[config.mk]
export PLATFORM = sky130hd
export DESIGN_NAME = click_decoder
export DESIGN_NICKNAME = d
export VERILOG_FILES = /design/src/rtl/click_decoder.sv
export SDC_FILE = /design/constraint.sdc
export NUM_CORES = 1
export LEC_CHECK = 0
export CAP_MARGIN = 20
export CORE_MARGIN = 5
export CORE_UTILIZATION = 40
export DETAILED_ROUTE_END_ITERATION = 6
export SLEW_MARGIN = 30
export SYNTH_ARGS = -nofsm -noshare
export SYNTH_HDL_FRONTEND = slang
export SYNTH_SLANG_ARGS = --single-unit
[constraint.sdc]
create_clock -name clk -period 2.83 [get_ports clk]
set_input_delay 0.566 -clock clk [delete_from_list [all_inputs] [get_ports clk]]
set_output_delay 0.566 -clock clk [all_outputs]
set_load 0.01 [all_outputs]
[src/rtl/click_decoder.sv]
// Groups debounced press pulses that fall inside an inactivity window into a single click event.
// Optional CLICK_DECODER_STATS_EN adds accepted-event and dropped-event counters.
module click_decoder #(
   parameter int WINDOW_CYCLES = 20,
   parameter int MAX_CLICKS    = 3,
   parameter int TIMER_W       = $clog2(WINDOW_CYCLES),
   parameter int CLICK_W       = $clog2(MAX_CLICKS + 1)
) (
   input  logic               clk,
   input  logic               rst,
   input  logic               press_pulse,
   input  logic               event_ready,
   output logic               event_valid,
   output logic [CLICK_W-1:0] event_clicks,
   output logic               overrun
`ifdef CLICK_DECODER_STATS_EN
   ,
   output logic [7:0]         event_total,
   output logic [7:0]         drop_total
`endif
);

   typedef enum logic {IDLE, COUNTING} state_t;

   localparam logic [TIMER_W-1:0] TIMER_LAST = TIMER_W'(WINDOW_CYCLES - 1);
   localparam logic [CLICK_W-1:0] COUNT_LAST = CLICK_W'(MAX_CLICKS - 1);
   localparam logic [CLICK_W-1:0] COUNT_MAX  = CLICK_W'(MAX_CLICKS);

   state_t             state, state_nxt;
   logic [CLICK_W-1:0] count, count_nxt, emit_clicks;
   logic [TIMER_W-1:0] timer, timer_nxt;
   logic               emit, accept, load, drop;

   always_ff @(posedge clk or negedge rst) begin
      if (!rst) begin
         state <= IDLE;
         count <= '0;
         timer <= '0;
      end else begin
         state <= state_nxt;
         count <= count_nxt;
         timer <= timer_nxt;
      end
   end

   // A press always beats window expiry: it is counted and restarts the timer.
   always_comb begin
      state_nxt   = state;
      count_nxt   = count;
      timer_nxt   = timer;
      emit        = 1'b0;
      emit_clicks = count;
      case (state)
         IDLE: begin
            if (press_pulse) begin
               count_nxt = CLICK_W'(1);
               timer_nxt = '0;
               state_nxt = COUNTING;
            end
         end
         COUNTING: begin
            if (press_pulse) begin
               timer_nxt = '0;
               if (count == COUNT_LAST) begin
                  emit        = 1'b1;
                  emit_clicks = COUNT_MAX;
                  count_nxt   = '0;
                  state_nxt   = IDLE;
               end else begin
                  count_nxt = count + CLICK_W'(1);
               end
            end else if (timer == TIMER_LAST) begin
               emit        = 1'b1;
               emit_clicks = count;
               count_nxt   = '0;
               timer_nxt   = '0;
               state_nxt   = IDLE;
            end else begin
               timer_nxt = timer + TIMER_W'(1);
            end
         end
      endcase
   end

   // The output register never back-pressures the counter; a blocked emit is dropped.
   always_comb begin
      accept = event_valid & event_ready;
      load   = emit & (~event_valid | event_ready);
      drop   = emit & event_valid & ~event_ready;
   end

   always_ff @(posedge clk or negedge rst) begin
      if (!rst) begin
         event_valid  <= 1'b0;
         event_clicks <= '0;
         overrun      <= 1'b0;
      end else begin
         overrun <= drop;
         if (load) begin
            event_valid  <= 1'b1;
            event_clicks <= emit_clicks;
         end else if (accept) begin
            event_valid <= 1'b0;
         end
      end
   end

`ifdef CLICK_DECODER_STATS_EN
   always_ff @(posedge clk or negedge rst) begin
      if (!rst) begin
         event_total <= '0;
         drop_total  <= '0;
      end else begin
         if (accept) event_total <= event_total + 8'd1;
         if (drop && drop_total != 8'hFF) drop_total <= drop_total + 8'd1;
      end
   end
`endif

endmodule
# Yosys cells after proc, flatten, opt, wreduce, memory -nomap -nowiden
# Cells that the tools add are included.
# classes
add_sub_neg	2
eq_ne	4
mux	23
bitwise	8
reduce_logical	2
# op_table
operator	count
$mux W5	3
$mux W2	7
$mux W1	10
$pmux W5 S2	1
$add A5 B1 Y5 const B	1
$eq A5 B5 Y1 const B	1
$and A1 B1 Y1	4
$pmux W2 S2	1
$ne A3 B2 Y1 const B	1
$not A1 Y1	3
$add A2 B1 Y2 const B	1
$eq A2 B2 Y1 const B	1
$ne A2 B2 Y1 const B	1
$pmux W1 S2	1
$reduce_and A2 Y1	1
$reduce_bool A2 Y1	1
$or A1 B1 Y1	1
# word_totals
register_bits	12
input_bits	4
output_inout_bits	4
word_cells	45

# Longest topological paths before layout
# logic_depth
ltp_word	6
ltp_mapped	4
mapped_depth_nobuf	4

# Least setup slack after synthesis
# OpenSTA, ideal clock, no wires.
# synth_path
path_kind	input to register
startpoint	input port press_pulse
endpoint	register event_clicks[0]
setup_time_ns	0.094
arrival_time_ns	1.254
t_required_ns	2.736
path_slack_ns	1.482
path_stages	4
n_path_buf	1
cell_sequence	buf_6 nand2b_1 o32a_1 a211oi_1
# synth_via
elab_chain_len	3
word_cells_on_any_way	5
cone_classes	mux: 4; bitwise: 1
# synth_lines
item	line	text
start: declaration	11	input logic press_pulse,
$mux W1	62	if (press_pulse) begin
$mux W1	53	case (state)
$and A1 B1 Y1	88	load = emit & (~event_valid | event_ready);
end signal: assignment	101	event_clicks <= emit_clicks;
end: declaration	14	output logic [CLICK_W-1:0] event_clicks,
# Several ways; a longest one is shown, not always the timed one.
# A chain may end at the register's enable or synchronous reset.

# Worst setup path in the final report
# layout_path
startpoint	register event_clicks[0]
endpoint	output port event_clicks[0]
# No word-level cell between the ends.

==> flow_metrics.env <==
export IMPL_place_hpwl_um=776
export IMPL_grt_usage=0.0938
export IMPL_yosys_area_share_simple=0.255
export IMPL_cp_cell_sequence="clkdlybuf4s50_1"
export IMPL_cts_buffer_depth=2
export IMPL_grt_pass1_wl_mm=1.77
export IMPL_dr_pass1_iters=4
export IMPL_cp_slowest_stage_delay_ns=0.54
export IMPL_crit_slowest_cell="clkdlybuf4s50_1"
export IMPL_synth_seq_cells=12
export IMPL_timing_reg2reg_setup_slack_ns=1.42
export IMPL_cp_top_family="buffers and inverters"
export IMPL_core_area_um2=1470
export IMPL_antenna_found_initial=0
export IMPL_placement_io_buffers=7
export IMPL_setup_viol=0
export IMPL_cts_root_buf="clkbuf_4"
export IMPL_fin_crit_ns=1.75
export IMPL_min_period_over_period=0.619
export IMPL_wl_mm=1.11
export IMPL_start_kind="flop"
export IMPL_cts_buffers=3
export IMPL_r2r_start="timer[0]$_DFFE_PN0P_"
export IMPL_reg2regPathDepth=4
export IMPL_diodes=0
export IMPL_cp_max_fo=3
export IMPL_maxCapViolCount=0
export IMPL_hold_end="event_clicks[1]$_DFFE_PN0P_"
export IMPL_yosysTopAreaCell="dfrtp_1"
export IMPL_status="completed"
export IMPL_synthAdderAreaFrac=0.0206
export IMPL_synth_top_flop_cell="dfrtp_1"
export IMPL_maxSlewViolCount=0
export IMPL_setup_worst_path_class="flop to output port"
export IMPL_max_slew_worst_pin_slew_ns=0.529
export IMPL_timing_rr_end="event_clicks[0]$_DFFE_PN0P_"
export IMPL_htree_num_levels=1
export IMPL_rsz0062_at_grt="no"
export IMPL_drc=0
export IMPL_initial_core_util=0.413
export IMPL_hp_start="event_clicks[1]$_DFFE_PN0P_"
export IMPL_ant_nets=0
export IMPL_synth_cell_types=26
export IMPL_synth_top_area_frac=0.494
export IMPL_area_growth_pct=17.1
export IMPL_cts_tree="yes"
export IMPL_muxShareOfSynthArea=0.0165
export IMPL_grt_max_degree=13
export IMPL_yosysWarningCount=0
export IMPL_syn_instance_count=58
export IMPL_tns_ns=0
export IMPL_grt_remaining_overflow=0
export IMPL_grt_pass1_vias=420
export IMPL_wl_per_cell_um=13.4
export IMPL_critPathRequiredTime_ns=2.26
export IMPL_relSlewSlack=0.646
export IMPL_seq_area_frac_synth=0.494
export IMPL_power_mw=0.565
export IMPL_pin_count=8
export IMPL_hold_path_class="flop to flop"
export IMPL_ir_drop_v=0.000409
export IMPL_die_area_um2=2400
export IMPL_gp_congestion=0.788
export IMPL_syn_area_per_cell_um2=10.5
export IMPL_min_path_cells=1
export IMPL_crit_path_end_kind="output port"
export IMPL_post_cts_buffers=0
export IMPL_cts_resized=0
export IMPL_clkSlewWorstSetupHoldPaths_ns=0.08
export IMPL_clkLatencyLatePin_ns=0.27
export IMPL_n_fill_cell=155
export IMPL_via_per_inst=5.41
export IMPL_finish_net_count=73
export IMPL_p_leak_nw=0.303
export IMPL_drive_gt1_frac=0.104
export IMPL_fp_dieW_um=49.0
export IMPL_cts_hold_buf=0
export IMPL_synth_compound_area_frac=0.144
export IMPL_netlist_area_um2=608
export IMPL_synth_edff_count=0
export IMPL_syn_nets=63
export IMPL_rows=14
export IMPL_worst_path_buf_inv=1
export IMPL_async_flop_share=1.00
export IMPL_die_h_um=49.0
export IMPL_synthTopCellsByCount="dfrtp_1, nand2_1, o21ai_0"
export IMPL_synth_top_family_by_area="simple AND/OR/NAND/NOR gates"
export IMPL_clock_sinks=12
export IMPL_cp_arrival_ns=1.19
export IMPL_drt_iter0_drc=10
export IMPL_clock_skew_ns=0.000671
export IMPL_hold_viol=0
export IMPL_synthXorXnorAreaFrac=0.0144
export IMPL_synth_most_common_cell="dfrtp_1"
export IMPL_fmax_mhz=571
export IMPL_powerDensity_nw_per_um2=793
export IMPL_synth_area_leaders="dfrtp_1, nand4bb_4, o21ai_0, buf_6, nand2_1"
export IMPL_vias=449
-- area by class of cell --
| cell class | count | area, um2 | area share |
|---|---|---|---|
| tap | 16 | 20.0 | 0.0281 |
| clock buffer | 4 | 36.3 | 0.0510 |
| sequential | 12 | 300 | 0.422 |
| inverter | 3 | 11.3 | 0.0158 |
| multi-input combinational | 41 | 274 | 0.385 |
| timing repair buffer | 7 | 70.1 | 0.0984 |
-- where the power goes --
| part | switching [mW] | total (mW) | internal (mW) |
|---|---|---|---|
| logic | 0.0733 | 0.151 | 0.0773 |
| registers | 0.0605 | 0.277 | 0.217 |
| clock network | 0.0586 | 0.137 | 0.0782 |
-- stage by stage --
stage          hold WS (ns)  cell area [um2]  setup slack (ns)  cells  utilization
6_report              0.500              712              1.08     83        0.484
5_1_grt               0.518              712              1.02     83        0.484
4_1_cts               0.499              712              1.06     83        0.484
3_5_place_dp          0.481              676             0.826     79        0.459
3_3_place_gp          0.485              676             0.895     79        0.459
2_1_floorplan         0.270              608              1.48     58            -
-- state kept, by name, summed over array words and instances (netlist names) --
name / flops
event_valid: 1
overrun: 1
event_clicks: 2
state: 1
count: 2
timer: 5
-- layout by cell type, fill, tap and decap left out, types with 2 or more instances in the layout --
master,synthesis,routed
dfrtp_1,12,12
nand2_1,6,6
a31oi_1,3,3
inv_1,2,2
nand3b_1,2,2
nor2_1,4,4
a21oi_1,2,2
nand2b_1,3,3
o21ai_0,5,5
nor2b_1,2,2
clkbuf_4,0,3
clkdlybuf4s50_1,0,7
-- worst max path at each step --
stage / start / slack [ns] / to / depth (start not counted)
after floorplan: press_pulse / 1.48 / event_clicks[0]$_DFFE_PN0P_ / 4
after global placement: press_pulse / 0.90 / event_clicks[0]$_DFFE_PN0P_ / 4
after detailed placement: press_pulse / 0.83 / event_clicks[0]$_DFFE_PN0P_ / 4
after CTS: event_clicks[0]$_DFFE_PN0P_ / 1.06 / event_clicks[0] / 1
after global routing: event_clicks[0]$_DFFE_PN0P_ / 1.02 / event_clicks[0] / 1
final: event_clicks[0]$_DFFE_PN0P_ / 1.08 / event_clicks[0] / 1
-- cell families (layout without fill, tap and decap cells) --
logic type	count (synthesis)	after routing
and+or+nand+nor	24	24
buffers and inverters	5	14
muxes	1	1
AOI/OAI and AO/OA	14	14
adders and majority gates	1	1
DFF	12	12
xor gates and xnor gates	1	1
-- routing by layer --
metal | vias to the layer above | routed length, um | GRT usage
met2 | 8 | 487 | 0.135
met4 | 0 | 15 | 0.0673
met1 | 216 | 555 | 0.120
met5 | - | 0 | 0
li1 | 223 | - | -
met3 | 2 | 55 | 0.0245
(Power assumes the default switching activity.)
